## src/rtl/mem_stage_lsu.sv

```systemverilog
// mem_stage_lsu
// MEM-stage load/store unit. Runs one request/grant/response transaction on the
// data memory port for each load or store in EX/MEM. It holds the pipeline until
// the access completes and returns the raw load word to MEM/WB. Sign or zero
// extension of the load word happens later, in WB.
//
// Ports
//   i_clk, i_rst         clock (rising edge), asynchronous active-high reset
//   i_mem_read/write     EX/MEM load/store strobes (never both high)
//   i_funct3             [1:0] access size: 00 byte, 01 half, 1x word; [2] unused
//   i_addr, i_st_data    byte address and LSB-aligned store data
//   i_stall_IF           global hold; keeps a completed access parked in HOLD
//   o_dm_*               registered data-memory request channel
//   i_dm_gnt             request accepted
//   i_dm_rvalid/rdata    read response
//   i_dm_bvalid          write response
//   o_ld_data            captured load word, held until the stage advances
//   o_stall_mem          pipeline hold while an access is in flight
//   o_misalign_err       one-cycle pulse: a misaligned access was dropped
//   o_bus_err            one-cycle pulse: the response timed out
module mem_stage_lsu #(
  parameter int TIMEOUT_CYC = 255
) (
  input  logic        i_clk,
  input  logic        i_rst,
  input  logic        i_mem_read,
  input  logic        i_mem_write,
  input  logic [2:0]  i_funct3,
  input  logic [31:0] i_addr,
  input  logic [31:0] i_st_data,
  input  logic        i_stall_IF,
  output logic        o_dm_req,
  output logic        o_dm_we,
  output logic [31:0] o_dm_addr,
  output logic [3:0]  o_dm_wstrb,
  output logic [31:0] o_dm_wdata,
  input  logic        i_dm_gnt,
  input  logic        i_dm_rvalid,
  input  logic [31:0] i_dm_rdata,
  input  logic        i_dm_bvalid,
  output logic [31:0] o_ld_data,
  output logic        o_stall_mem,
  output logic        o_misalign_err,
  output logic        o_bus_err
);

  // The counter only has to reach TIMEOUT_CYC-1.
  localparam int CW = (TIMEOUT_CYC > 2) ? $clog2(TIMEOUT_CYC) : 1;
  localparam logic [CW-1:0] CNT_LAST = CW'(TIMEOUT_CYC - 1);

  typedef enum logic [2:0] {
    S_IDLE,
    S_REQ,
    S_WAIT_R,
    S_WAIT_B,
    S_HOLD
  } state_t;

  state_t        r_state;
  state_t        w_next;
  logic          r_dm_req;
  logic          r_dm_we;
  logic [31:0]   r_dm_addr;
  logic [3:0]    r_dm_wstrb;
  logic [31:0]   r_dm_wdata;
  logic [31:0]   r_ld_data;
  logic          r_misalign_err;
  logic          r_bus_err;
  logic [CW-1:0] r_cnt;

  logic [1:0]    w_size;
  logic          w_access;
  logic          w_mis;
  logic          w_start;
  logic          w_cnt_last;
  logic [3:0]    w_wstrb;
  logic [31:0]   w_wdata;
  logic          w_unused;

  // Bit 2 of funct3 only selects the extension in WB.
  assign w_unused   = i_funct3[2];
  assign w_size     = i_funct3[1:0];
  assign w_access   = i_mem_read | i_mem_write;
  // Size 11 is handled as a word access.
  assign w_mis      = ((w_size == 2'b01) && i_addr[0]) ||
                      (w_size[1] && (i_addr[1:0] != 2'b00));
  assign w_start    = (r_state == S_IDLE) && w_access && !w_mis;
  assign w_cnt_last = (r_cnt == CNT_LAST);

  // Byte lanes and lane-replicated store data; reads always enable all lanes.
  always_comb begin
    w_wstrb = 4'b1111;
    w_wdata = i_st_data;
    case (w_size)
      2'b00: begin
        w_wdata = {4{i_st_data[7:0]}};
        if (i_mem_write) w_wstrb = 4'b0001 << i_addr[1:0];
      end
      2'b01: begin
        w_wdata = {2{i_st_data[15:0]}};
        if (i_mem_write) w_wstrb = i_addr[1] ? 4'b1100 : 4'b0011;
      end
      default: begin
        w_wdata = i_st_data;
        w_wstrb = 4'b1111;
      end
    endcase
  end

  always_ff @(posedge i_clk or posedge i_rst) begin
    if (i_rst) r_state <= S_IDLE;
    else       r_state <= w_next;
  end

  // Next state and pipeline stall. A response arriving in the last timeout cycle
  // still wins over the timeout. HOLD is not a stall: the stage may advance.
  always_comb begin
    w_next      = r_state;
    o_stall_mem = 1'b0;
    case (r_state)
      S_IDLE: begin
        o_stall_mem = w_start;
        if (w_start) w_next = S_REQ;
      end
      S_REQ: begin
        o_stall_mem = 1'b1;
        if (i_dm_gnt) w_next = r_dm_we ? S_WAIT_B : S_WAIT_R;
      end
      S_WAIT_R: begin
        o_stall_mem = 1'b1;
        if (i_dm_rvalid || w_cnt_last) w_next = S_HOLD;
      end
      S_WAIT_B: begin
        o_stall_mem = 1'b1;
        if (i_dm_bvalid || w_cnt_last) w_next = S_HOLD;
      end
      S_HOLD: begin
        if (!i_stall_IF) w_next = S_IDLE;
      end
      default: w_next = S_IDLE;
    endcase
  end

  // Registered bus fields, load capture, timeout counter and error pulses.
  // Request fields are captured once in IDLE and stay frozen until the next access.
  always_ff @(posedge i_clk or posedge i_rst) begin
    if (i_rst) begin
      r_dm_req       <= 1'b0;
      r_dm_we        <= 1'b0;
      r_dm_addr      <= 32'h0;
      r_dm_wstrb     <= 4'h0;
      r_dm_wdata     <= 32'h0;
      r_ld_data      <= 32'h0;
      r_misalign_err <= 1'b0;
      r_bus_err      <= 1'b0;
      r_cnt          <= '0;
    end else begin
      r_misalign_err <= (r_state == S_IDLE) && w_access && w_mis;
      r_bus_err      <= 1'b0;
      case (r_state)
        S_IDLE: begin
          if (w_start) begin
            r_dm_req   <= 1'b1;
            r_dm_we    <= i_mem_write;
            r_dm_addr  <= {i_addr[31:2], 2'b00};
            r_dm_wstrb <= w_wstrb;
            r_dm_wdata <= w_wdata;
          end
        end
        S_REQ: begin
          if (i_dm_gnt) begin
            r_dm_req <= 1'b0;
            r_cnt    <= '0;
          end
        end
        S_WAIT_R: begin
          if (i_dm_rvalid) begin
            r_ld_data <= i_dm_rdata;
          end else if (w_cnt_last) begin
            r_ld_data <= 32'h0;
            r_bus_err <= 1'b1;
          end else begin
            r_cnt <= r_cnt + 1'b1;
          end
        end
        S_WAIT_B: begin
          if (i_dm_bvalid) begin
            r_cnt <= r_cnt;
          end else if (w_cnt_last) begin
            r_bus_err <= 1'b1;
          end else begin
            r_cnt <= r_cnt + 1'b1;
          end
        end
        default: begin
          r_cnt <= r_cnt;
        end
      endcase
    end
  end

  assign o_dm_req       = r_dm_req;
  assign o_dm_we        = r_dm_we;
  assign o_dm_addr      = r_dm_addr;
  assign o_dm_wstrb     = r_dm_wstrb;
  assign o_dm_wdata     = r_dm_wdata;
  assign o_ld_data      = r_ld_data;
  assign o_misalign_err = r_misalign_err;
  assign o_bus_err      = r_bus_err;

endmodule

```

## config.mk

```make
export PLATFORM = sky130hd
export DESIGN_NAME = mem_stage_lsu
export DESIGN_NICKNAME = d
export VERILOG_FILES = /design/src/rtl/mem_stage_lsu.sv
export SDC_FILE = /design/constraint.sdc
export NUM_CORES = 1
export LEC_CHECK = 0
export CORE_MARGIN = 2
export CORE_UTILIZATION = 42
export CTS_BUF_LIST = sky130_fd_sc_hd__clkbuf_4 sky130_fd_sc_hd__clkbuf_8 sky130_fd_sc_hd__clkbuf_16
export DETAILED_ROUTE_END_ITERATION = 10
export PLACE_DENSITY = 0.8
export SLEW_MARGIN = 5
export SYNTH_ARGS = -nofsm -noshare
export SYNTH_HDL_FRONTEND = slang
export SYNTH_SLANG_ARGS = --single-unit
```

## constraint.sdc

```tcl
create_clock -name i_clk -period 4.3 [get_ports i_clk]
set_clock_uncertainty 0.1 [all_clocks]
set_input_delay 0.86 -clock i_clk [delete_from_list [all_inputs] [get_ports i_clk]]
set_output_delay 0.86 -clock i_clk [all_outputs]
set_load 0.01 [all_outputs]
```

## After elaboration in Yosys (flattened, before gate mapping)

Cells that the tools add are included.

- $add $sub $neg: 1
- Eq/ne operators: 13
- Shifts and indexed selects: 1
- Muxes and demuxes: 27
- Bitwise logic cells: 1
- Reductions and logical operators: 21

Operators by type and width:

| operator | number |
|---|---|
| 32-bit 2-to-1 mux | 2 |
| 32-bit case mux with 2 select lines | 1 |
| 8-bit 2-to-1 mux | 4 |
| 8-bit case mux with 3 select lines | 1 |
| 3-bit 2-to-1 mux | 5 |
| 3-bit case mux with 5 select lines | 1 |
| 2-bit != test (second input constant) | 7 |
| 4-bit 2-to-1 mux | 3 |
| 8-bit by 1-bit adder with 8-bit output (second input constant) | 1 |
| 8-bit equality test (second input constant) | 1 |
| 4-bit case mux with 2 select lines | 1 |
| 3-bit by 2-bit equality test with 1-bit output (second input constant) | 2 |
| 1-bit 2-to-1 mux | 6 |
| 1-bit case mux with 2 select lines | 3 |
| 2-bit nonzero test | 3 |
| 1-bit logical AND | 5 |
| 5-bit AND reduction | 1 |
| 2-bit AND reduction | 2 |
| 4-bit AND reduction | 1 |
| 1-bit by 2-bit left shift with 4-bit output (first input constant) | 1 |
| 3-bit by 1-bit equality test with 1-bit output (second input constant) | 1 |
| 3-bit equality test (second input constant) | 1 |
| 3-bit zero test | 1 |
| 1-bit logical OR | 3 |
| 7 further kinds | 7 |

- Register bits: 113
- Input bits: 107
- Word-level logic and storage cells: 74

## Logic depth before layout (Yosys ltp)

Gate-level depths: netlist of run 1.

- Word-level depth: 7
- Depth in mapped cells: 7

## Worst setup path after synthesis of run 1

No wires, ideal clock.

- Path kind: input to output
- From: input i_funct3[1]
- To: output o_stall_mem
- Arrival time: 1.556 ns
- Path slack: 1.784 ns
- Stages: 5
- Cell sequence: buf_2 -> a21oi_1 -> nor2_1 -> o21a_1 -> nor2_1

- Longest elaborated chain between the ends: 6

RTL lines:

| element | line | text |
|---|---|---|
| start, declared | 28 | `input logic [2:0] i_funct3,` |
| 2-bit by 1-bit equality test with 1-bit output | 85 | `assign w_mis = ((w_size == 2'b01) && i_addr[0]) \|\|` |
| 1-bit logical AND | 85 |  |
| 1-bit logical OR (*) | 85 |  |
| 1-bit zero test (*) | 87 | `assign w_start = (r_state == S_IDLE) && w_access && !w_mis;` |
| 1-bit logical AND (*) | 87 |  |
| 1-bit case mux with 2 select lines (*) | 120 | `case (r_state)` |
| end, declared | 42 | `output logic o_stall_mem,` |

Mark *: on every way between the ends. The rest lies on a longest branch, timed or not.

## Worst setup path in the final report of run 1

- From: input i_addr[0]
- To: output o_stall_mem

- Longest elaborated chain between the ends: 6

RTL lines:

| element | line | text |
|---|---|---|
| start, declared | 29 | `input logic [31:0] i_addr,` |
| 2-bit nonzero test | 86 | `(w_size[1] && (i_addr[1:0] != 2'b00));` |
| 1-bit logical AND | 86 |  |
| 1-bit logical OR (*) | 85 |  |
| 1-bit zero test (*) | 87 |  |
| 1-bit logical AND (*) | 87 |  |
| 1-bit case mux with 2 select lines (*) | 120 |  |

Marks and branches as above.

==> key figures, run 1 <==
Status
  – Status: complete, no violations

Setup path
  – Largest delay contributor family on the critical path: buffers and inverters
  – Largest fanout on the critical path: 4
  – R2R cell count: 5
  – Critical path depth in cells: 6
  – Worst EP required: around 3.3 ns
  – Reg-to-reg setup timing slack: 2.19 ns
  – Reg2reg end: o_dm_addr[28]
  – Critical Path Start: i_addr[0]
  – Worst Path Arrival: 2.45 ns
  – CP max-delay cell: clkdlybuf4s50_1
  – Critical Path Start Type: primary input
  – Crit path kind: in -> out
  – CP bufs+invs: 2
  – RR Startpoint: r_state[2]
  – Crit end category: output pin
  – CP peak stage delay: approximately 0.57 ns
  – Setup crit end: o_stall_mem
  – CP Cell Sequence: clkdlybuf4s50_1, a21oi_1, nor2_1, o21a_1, nor2_1, clkdlybuf4s50_1

GRT
  – Initial antenna violation count: 0
  – First-pass GRT wire length: between 20 and 25 mm
  – Aggregate global routing overflow: 0
  – Vias in the first global route: between 3000 and 4000
  – Total Routing Usage GR: 0.208
  – Largest net degree at the start of global routing: 86

Drt
  – Total number of vias: ~3700
  – DRC: 0
  – Post-route ant nets: 0
  – DRT Pass-1 Iters: 4
  – Initial drt markers: approximately 130
  – Via density: around 5
  – WL/cell: 17.1 um
  – Final wirelength: roughly 12 mm

Placement
  – Dpl hpwl: a little under 9 mm
  – Place WS: between 0.8 and 0.9 ns
  – Placer Congestion: 0.800
  – IO Port Bufs: between 200 and 250
  – Placed cells: roughly 700

STA
  – RSZ-0062 raised after global routing: no
  – Fin. max-slew vios: 0
  – Fmax: roughly 290 MHz
  – Slew HR: 0.325
  – Final hold violations: 0
  – Min cycle time layout: about 3.4 ns
  – Worst setup margin: 0.885 ns
  – Setup TNS: 0 ns
  – Endpoints failing setup: 0
  – Final worst-path cycle share: 0.794
  – Worst-Margin Slew: about 1.0 ns

Logic synthesis
  – Number of cells produced by synthesis: 360
  – Share of the synthesized area in the top cell type: 0.586
  – Syn Area/Cell: around 13 um^2
  – #FFs+latches synth: 113
  – Yosys warning count: 0
  – Main synth FF type: dfrtp_1
  – Synth area leaders: dfrtp_1, mux2_2, a22o_1
  – Post-Syn Area: just under 0.005 mm^2
  – Yosys top cell by area: dfrtp_1
  – Distinct cell type count after synthesis: 42
  – Synth async-reset ratio: 1.00
  – Post-synth EDFFs: 0
  – Sequential fraction of the synthesis area: 0.586

Clock network
  – H-tree levels: 4
  – TritonCTS buffer count: 17
  – CTS sink cnt: about 110
  – CTS clk-pin slew, worst paths: 0.05 ns
  – Hold_buf cts: 0
  – Resized Gates After CTS: 0
  – Clk_lat worst skew: 0.40 ns
  – Clock buffer depth: 2
  – Root Driver: clkbuf_16
  – CTS tree: done
  – Setup bufs post-CTS: 0

Power and ir drop
  – Combinational share of power: 0.411
  – Reg power frac: 0.341
  – Clock power share: 0.248
  – Pwr dens: slightly above 700 mW/mm^2
  – Switch share: 0.298
  – VDD IR-drop max: a little under 0.0004 V
  – Leakage: between 3 and 4 nW
  – Pint: approximately 3.8 mW
  – Net switching power: 1.62 mW
  – Power, Total: 5.44 mW

Layout
  – Commonest cells after routing, fill and taps aside: clkdlybuf4s50_1, dfrtp_1, mux2_2
  – Area growth, synth to finish: 57.6%
  – Non-Filler Instances: around 730
  – Post-route core utilization: 0.672
  – Diodes inserted: 0
  – Share of layout cells above drive strength 1: 0.224
  – Layout Nets: 681
  – Commonest non-fill, non-tap cell in the layout: clkdlybuf4s50_1

Die
  – Starting Density: 0.426
  – Die H: ~110 um
  – Die Wd: roughly 110 um
  – Row count: 39
  – Ports: 212
  – Core Area: about 0.011 mm^2
  – Die area: approximately 0.012 mm^2

Min path
  – Hold Path Class: reg -> reg
  – Hold path cells: 1

Run
  – Max-cap violations: 0
layout make-up:
cell class | count | area, um^2
Clock buffer | 21 | 462
Sequential cell | 113 | 2830
Fill cell | 858 | 3720
Tap cell | 143 | 179
Timing Repair Buffer | 215 | 2130
Multi-Input combinational cell | 219 | 1860
Clock inverter | 11 | 114
Inverter | 6 | 25.0
cells in the mapped netlist, types with 5 or more instances:
master,instances
dfrtp_1,113
nor2b_1,5
buf_2,13
o21ai_0,16
mux2_2,84
nand3_1,8
nor3_1,9
inv_1,5
clkbuf_1,5
mux2i_1,9
nor2_1,11
nand2_1,10
a22o_1,32
worst register-to-register path: cells and delay by family (launching register included):
family | cells | cell delay, ns
buf+inv | 1 | 0.42
mux | 1 | 0.42
flops | 1 | 0.48
simple gates | 2 | 0.39
compound gates | 1 | 0.18
per-stage QoR:
stage          area (um^2)  hold slack [ns]
3_5_place_dp          7030            0.382
2_1_floorplan         4830            0.416
4_1_cts               7600            0.398
3_3_place_gp          7030            0.383
6_report              7600            0.393
5_1_grt               7600            0.408
worst min path at each step:
stage / startpoint / end / slack [ns]
after floorplan: r_cnt[1] / r_cnt[1] / 0.42
after global placement: o_ld_data[0] / o_ld_data[0] / 0.38
after detailed placement: o_ld_data[8] / o_ld_data[8] / 0.38
after CTS: o_dm_req / o_dm_req / 0.40
after global routing: o_ld_data[4] / o_ld_data[4] / 0.41
final: o_ld_data[3] / o_ld_data[3] / 0.39
per-layer routing:
metal / global-route usage / up-vias / wire, um / share of wire
met4: 0.0683 / 0 / 211 / 0.017
met1: 0.265 / 1830 / 5250 / 0.42
li1: - / 1745 / - / -
met3: 0.0580 / 22 / 805 / 0.064
met2: 0.344 / 150 / 6220 / 0.50
met5: 0 / - / 0 / 0
flip-flops by register name, summed over array words and instances, names as in the netlist:
| register | count |
|---|---|
| o_dm_addr | 30 |
| o_dm_req | 1 |
| r_cnt | 8 |
| o_dm_wstrb | 4 |
| o_dm_wdata | 32 |
| o_dm_we | 1 |
| o_ld_data | 32 |
| o_misalign_err | 1 |
| r_state | 3 |
| o_bus_err | 1 |
kinds of logic after synthesis:
kind of cell               share of synthesized area
muxes                                          0.215
and+or+nand+nor                               0.0596
other                                       0.000777
DFF                                            0.586
buffers and inverters                         0.0298
AOI/OAI and AO/OA                              0.104
adders and majority gates                    0.00518
power by group through the flow:
stage          Sequential (mW)  Clock, mW  Combinational [mW]
5_1_grt                   1.92       1.43                2.37
4_1_cts                   1.86       1.37                2.26
3_3_place_gp              1.84          0                2.20
2_1_floorplan             2.04          0               0.828
6_report                  1.85       1.35                2.24
3_5_place_dp              1.86          0                2.25
No activity file was read; power rests on OpenSTA's default activity.
==> run 2: changes to the inputs <==
Settings changed: CORE_UTILIZATION 42 to 38, PLACE_DENSITY 0.8 to 0.76.
Clock period 4.3 ns to 2.9 ns, I/O delays scaled along.
==> run 2 against run 1 <==
  * Worst setup slack got worse by 0.54 ns
  * Critical path depth unchanged
  * Combinational power is 50% higher
  * Utilization down 5.0 points
  * Final area increased by 2.3%
  * Worst hold slack improved by 0.0016 ns
  * Register-to-register slack got worse by 1.3 ns
  * Critical path type unchanged
==> key figures, run 2 (synthesis results as in run 1) <==
GRT
  – Initial antenna violation count: 0 (unchanged)
  – Aggregate global routing overflow: 0 (unchanged)
  – Total Routing Usage GR: 0.186 (was 0.208)
  – Vias in the first global route: 3743 (was 3904)
  – Largest net degree at the start of global routing: 61 (was 86)
  – First-pass GRT wire length: 19.4 mm (was 20.4 mm)

Clock network
  – Root Driver: clkbuf_16 (unchanged)
  – Setup bufs post-CTS: 0 (unchanged)
  – Clock buffer depth: 2 (unchanged)
  – CTS sink cnt: 113 (unchanged)
  – TritonCTS buffer count: 17 (unchanged)
  – Hold_buf cts: 0 (unchanged)
  – CTS clk-pin slew, worst paths: 0.05 ns (about the same)
  – H-tree levels: 4 (unchanged)
  – CTS tree: done (unchanged)
  – Clk_lat worst skew: 0.40 ns (about the same)

Power and ir drop
  – Pint: 5.92 mW (was 3.82 mW)
  – Net switching power: 2.40 mW (was 1.62 mW)
  – Combinational share of power: 0.403 (was 0.411)
  – Clock power share: 0.267 (was 0.248)
  – Pwr dens: 1070 mW/mm^2 (was 715 mW/mm^2)
  – VDD IR-drop max: 0.000420 V (was 0.000387 V)
  – Leakage: 3.31 nW (was 3.24 nW)
  – Reg power frac: 0.330 (was 0.341)
  – Switch share: 0.288 (was 0.298)

Drt
  – WL/cell: 16.7 um (was 17.1 um)
  – Post-route ant nets: 0 (unchanged)
  – DRC: 0 (unchanged)
  – Initial drt markers: 229 (was 133)
  – Final wirelength: 12.8 mm (was 12.5 mm)
  – DRT Pass-1 Iters: 4 (unchanged)
  – Via density: 4.94 (was 5.15)
  – Total number of vias: 3765 (was 3747)

STA
  – Final worst-path cycle share: 0.881
  – Worst-Margin Slew: 0.595 ns (was 1.01 ns)
  – Final hold violations: 0 (unchanged)
  – Slew HR: 0.603 (was 0.325)
  – RSZ-0062 raised after global routing: no (unchanged)
  – Setup TNS: 0 ns (unchanged)
  – Fin. max-slew vios: 0 (unchanged)
  – Worst setup margin: 0.346 ns (was 0.885 ns)
  – Endpoints failing setup: 0 (unchanged)
  – Fmax: roughly 390 MHz
  – Min cycle time layout: ~2.6 ns

Setup path
  – Crit path kind: in -> out (unchanged)
  – Worst EP required: 2.22 ns (was 3.34 ns)
  – CP bufs+invs: 2 (unchanged)
  – Crit end category: output pin (unchanged)
  – CP peak stage delay: 0.56 ns (was 0.57 ns)
  – Worst Path Arrival: 1.87 ns (was 2.45 ns)
  – Largest fanout on the critical path: 4 (unchanged)
  – CP Cell Sequence: clkdlybuf4s50_1, a21oi_2, nor2_1, o21a_1, nor2_1, dlymetal6s2s_1 (was clkdlybuf4s50_1, a21oi_1, nor2_1, o21a_1, nor2_1, clkdlybuf4s50_1)
  – Critical Path Start Type: primary input (unchanged)
  – Most common cell on crit path: nor2_1
  – Largest delay contributor family on the critical path: buffers and inverters (unchanged)
  – CP max-delay cell: clkdlybuf4s50_1 (unchanged)

Layout
  – Diodes inserted: 0 (unchanged)
  – Layout Nets: 686 (was 681)
  – Fillcell total: 1036 (was 858)
  – Area growth, synth to finish: 61.2% (was 57.6%)
  – Commonest non-fill, non-tap cell in the layout: clkdlybuf4s50_1 (unchanged)
  – Commonest cells after routing, fill and taps aside: clkdlybuf4s50_1, dfrtp_1, mux2_2 (unchanged)
  – Share of layout cells above drive strength 1: 0.234 (was 0.224)

Status
  – Status: complete, no violations (unchanged)

Placement
  – IO Port Bufs: 208 (unchanged)
  – Dpl hpwl: 9.18 mm (was 8.95 mm)
  – Place WS: 0.0274 ns (was 0.873 ns)
  – Placer Congestion: 0.887 (was 0.800)

Run
  – Max-cap violations: 0 (unchanged)

Die
  – Die area: 0.0136 mm^2 (was 0.0124 mm^2)
  – Die H: 117 um (was 111 um)
  – Die Wd: 117 um (was 111 um)
  – Row count: 41 (was 39)
  – Core Area: 0.0125 mm^2 (was 0.0113 mm^2)
  – Ports: 212 (unchanged)
  – Starting Density: 0.386 (was 0.426)

Min path
  – Hold Path Class: reg -> reg (unchanged)
==> run 2: final timing paths <==
kind                         startpoint            end  slack (ns)  cells after the start
max                           i_addr[0]    o_stall_mem        0.35                      6
min                        o_ld_data[3]   o_ld_data[3]        0.39                      1
max reg2reg                  r_state[2]   o_dm_addr[6]        0.90                      6
min reg2reg                o_ld_data[3]   o_ld_data[3]        0.39                      1
max in group asynchronous         i_rst  o_ld_data[27]        1.55                      3
min in group asynchronous         i_rst  o_dm_wstrb[2]        0.49                      2
==> run 2: power groups by stage <==
stage / combinational [mW] / clock, mW / sequential (mW)
2_1_floorplan: 1.23 / 0 / 3.02
3_3_place_gp: 3.31 / 0 / 2.73
3_5_place_dp: 3.38 / 0 / 2.76
4_1_cts: 3.39 / 2.26 / 2.75
5_1_grt: 3.58 / 2.35 / 2.84
6_report: 3.35 / 2.22 / 2.74
==> run 2: metrics by stage <==
stage / hold slack [ns] / power (mW) / instance area [um^2] / util / std cells
4_1_cts: 0.399 / 8.40 / 7770 / 0.621 / 762
2_1_floorplan: 0.416 / 4.25 / 4830 / - / 361
6_report: 0.395 / 8.32 / 7780 / 0.622 / 762
3_5_place_dp: 0.385 / 6.14 / 7130 / 0.570 / 730
3_3_place_gp: 0.385 / 6.04 / 7130 / 0.570 / 730
5_1_grt: 0.408 / 8.77 / 7780 / 0.622 / 762
==> run 2: layer usage <==
layer	global-route usage	vias up	wire, um
li1	-	1751	-
met1	0.236	1844	5360
met2	0.309	154	6350
met3	0.0545	16	905
met4	0.0557	0	152
met5	0	-	0
==> run 2: worst reg2reg max path: stages, from the launching register on <==
cell	delay [ns]
dfrtp_1	0.50
nor3_1	0.23
o21ai_1	0.10
buf_4	0.15
nor2_4	0.13
buf_12	0.27
mux2_2	0.40
==> run 2: repair_timing <==
item / CTS / global route
setup endpoints to repair: 0 / 1
gates resized for setup: 0 / 3
endpoints found under the hold margin: 0 / 0
==> run 2: area by class of cell <==
| class | instances | area (um^2) | area share |
|---|---|---|---|
| tap | 172 | 215 | 0.0277 |
| multi-input combinational | 219 | 1870 | 0.240 |
| timing repair buffer | 220 | 2200 | 0.283 |
| sequential | 113 | 2830 | 0.363 |
| clock inverter | 10 | 155 | 0.0199 |
| inverter | 6 | 26.3 | 0.00338 |
| clock buffer | 22 | 488 | 0.0627 |
==> run 3: changes to the inputs <==
Settings changed: CAP_MARGIN set to 20, CORE_ASPECT_RATIO set to 2, REMOVE_ABC_BUFFERS set to 1.
==> run 3 against run 2 <==
  * Maximum frequency is 5.0% higher
  * Worst hold slack worse by 0.039 ns
  * Die area grew 0.40%
  * Routed wire length increased by 4.3%
  * Clock-buffer cell count decreased by 2
  * Register-to-register slack worse by 0.07 ns
  * Clock power fell by 5%
  * Worst setup slack improved by 0.12 ns
  * Global-route usage grew 0.82 points
  * Final cell count down 2.8%
  * Highest routed layer unchanged
==> key figures, run 3 (synthesis results as in run 1) <==
GRT
  – Met3 Usage GRT: 0.0500 (was 0.0545)
  – Total Routing Usage GR: 0.194 (was 0.186)
  – Met1 Use GR: 0.193 (was 0.236)
  – Largest net degree at the start of global routing: 63 (was 61)
  – Met2 GRT Util: 0.353 (was 0.309)
  – Vias in the first global route: 4158 (was 3743)
  – Gr busiest metal: met2 (unchanged)
  – Initial antenna violation count: 0 (unchanged)
  – Aggregate global routing overflow: 0 (unchanged)
  – First-pass GRT wire length: 20.7 mm (was 19.4 mm)

Layout
  – Commonest non-fill, non-tap cell in the layout: clkdlybuf4s50_1 (unchanged)
  – Layout Nets: 687 (was 686)
  – Diodes inserted: 0 (unchanged)
  – Commonest cells after routing, fill and taps aside: clkdlybuf4s50_1, dfrtp_1, mux2_2 (unchanged)
  – Area growth, synth to finish: 60.1% (was 61.2%)
  – Fillcell total: 954 (was 1036)
  – Share of layout cells above drive strength 1: 0.235 (was 0.234)

Setup path
  – Crit end category: output pin (unchanged)
  – Crit path kind: in -> out (unchanged)
  – Reg-to-reg setup timing slack: 0.83 ns (was 0.90 ns)
  – Worst EP required: 2.22 ns (about the same)
  – Worst Path Arrival: 1.75 ns (was 1.87 ns)
  – Critical Path Start Type: primary input (unchanged)
  – Largest fanout on the critical path: 4 (unchanged)

STA
  – Final hold violations: 0 (unchanged)
  – Worst-Margin Slew: 0.595 ns (about the same)
  – Min cycle time layout: 2.43 ns (was 2.55 ns)
  – Fmax: 411 MHz (was 392 MHz)
  – Fin. max-slew vios: 0 (unchanged)
  – Setup TNS: 0 ns (unchanged)
  – Final worst-path cycle share: 0.839 (was 0.881)
  – Slew HR: 0.604 (was 0.603)
  – Endpoints failing setup: 0 (unchanged)
  – RSZ-0062 raised after global routing: no (unchanged)

Die
  – Die H: 163 um (was 117 um)
  – Starting Density: 0.387 (was 0.386)
  – Die Wd: 83.7 um (was 117 um)
  – Ports: 212 (unchanged)
  – Die area: 0.0137 mm^2 (was 0.0136 mm^2)
  – Row count: 58 (was 41)
  – Core Area: 0.0125 mm^2 (about the same)

Drt
  – Post-route ant nets: 0 (unchanged)
  – DRC: 0 (unchanged)
  – Total number of vias: 3839 (was 3765)
  – Final wirelength: 13.3 mm (was 12.8 mm)
  – Initial drt markers: 89 (was 229)
  – WL/cell: 18.0 um (was 16.7 um)
  – Via density: 5.18 (was 4.94)
  – DRT Pass-1 Iters: 6 (was 4)

Clock network
  – CTS clk-pin slew, worst paths: 0.06 ns (was 0.05 ns)
  – CTS sink cnt: 113 (unchanged)
  – H-tree levels: 4 (unchanged)
  – Hold_buf cts: 0 (unchanged)
  – Root Driver: clkbuf_16 (unchanged)
  – Clock buffer depth: 2 (unchanged)
  – TritonCTS buffer count: 17 (unchanged)
  – Clk_lat worst skew: 0.40 ns (about the same)
  – CTS tree: done (unchanged)

Power and ir drop
  – VDD IR-drop max: 0.000570 V (was 0.000420 V)
  – Pwr dens: 1070 mW/mm^2 (about the same)
  – Leakage: 3.29 nW (was 3.31 nW)
  – Power, Total: 8.26 mW (was 8.32 mW)

Run
  – Max-cap violations: 0 (unchanged)

Placement
  – IO Port Bufs: 208 (unchanged)
  – Dpl hpwl: 9.81 mm (was 9.18 mm)
  – Placer Congestion: 0.863 (was 0.887)

Min path
  – Hold Path Class: in -> async (was reg -> reg)

Status
  – Status: complete, no violations (unchanged)
run 3: cell types whose count changed in the layout (fill, tap and decap cells not counted):
cell / previous run / this run
clkbuf_8: 4 / 1
clkinv_2: 4 / 2
inv_6: 0 / 2
buf_4: 10 / 11
bufinv_16: 4 / 3
clkbuf_4: 1 / 2
clkinv_4: 0 / 1
clkinvlp_4: 3 / 4
inv_4: 0 / 1
run 3: through the flow:
step           utilization  hold WS, ns  std cells  setup WS, ns  area, um^2
4_1_cts              0.618        0.346        741        0.0571        7720
3_3_place_gp         0.569        0.383        709        0.0810        7110
2_1_floorplan            -        0.416        338        -0.767        4710
5_1_grt              0.619        0.369        741         0.353        7730
3_5_place_dp         0.569        0.382        709        0.0640        7110
6_report             0.619        0.356        741         0.468        7730
run 3: path summary, 6_finish.rpt:
path	startpoint	end	cells after the start
worst min register to register	o_dm_wdata[15]	o_dm_wdata[15]	1
worst min-delay path	i_rst	o_dm_addr[11]	2
min in group i_clk	o_dm_wdata[15]	o_dm_wdata[15]	1
worst max register to register	r_state[0]	o_dm_addr[2]	6
worst max-delay path	i_addr[0]	o_stall_mem	6
max in group asynchronous	i_rst	o_dm_wdata[9]	3
run 3: cell type report:
| cell class | count | area, um^2 | area share |
|---|---|---|---|
| Clock buffer | 20 | 454 | 0.0588 |
| Clock inverter | 12 | 156 | 0.0202 |
| Inverter | 6 | 25.0 | 0.00324 |
| Multi-Input combinational cell | 219 | 1870 | 0.242 |
| Sequential cell | 113 | 2830 | 0.366 |
| Tap cell | 150 | 188 | 0.0243 |
| Timing Repair Buffer | 221 | 2210 | 0.286 |
run 3: metal layers:
metal	share of wire	wire length, um	vias to the layer above
met5	0	0	-
met4	0.045	601	0
met3	0.056	751	45
met2	0.55	7330	178
met1	0.35	4620	1862
li1	-	-	1754
run 3: power breakdown:
group	total (mW)	internal [mW]	switching, mW
Sequential	2.72	2.31	0.415
Clock	2.12	1.39	0.728
Combinational	3.41	2.09	1.32
run 3: what timing repair did:
item	4_1_cts	5_1_grt
setup endpoints to repair	0	1
buffers inserted	0	0
resized for setup	0	3
run 3: worst max-delay path, cell delays in order:
cell	delay, ns
clkdlybuf4s50_1	0.47
a21oi_2	0.19
nor2_1	0.08
o21a_1	0.17
nor2_1	0.09
dlymetal6s2s_1	0.17
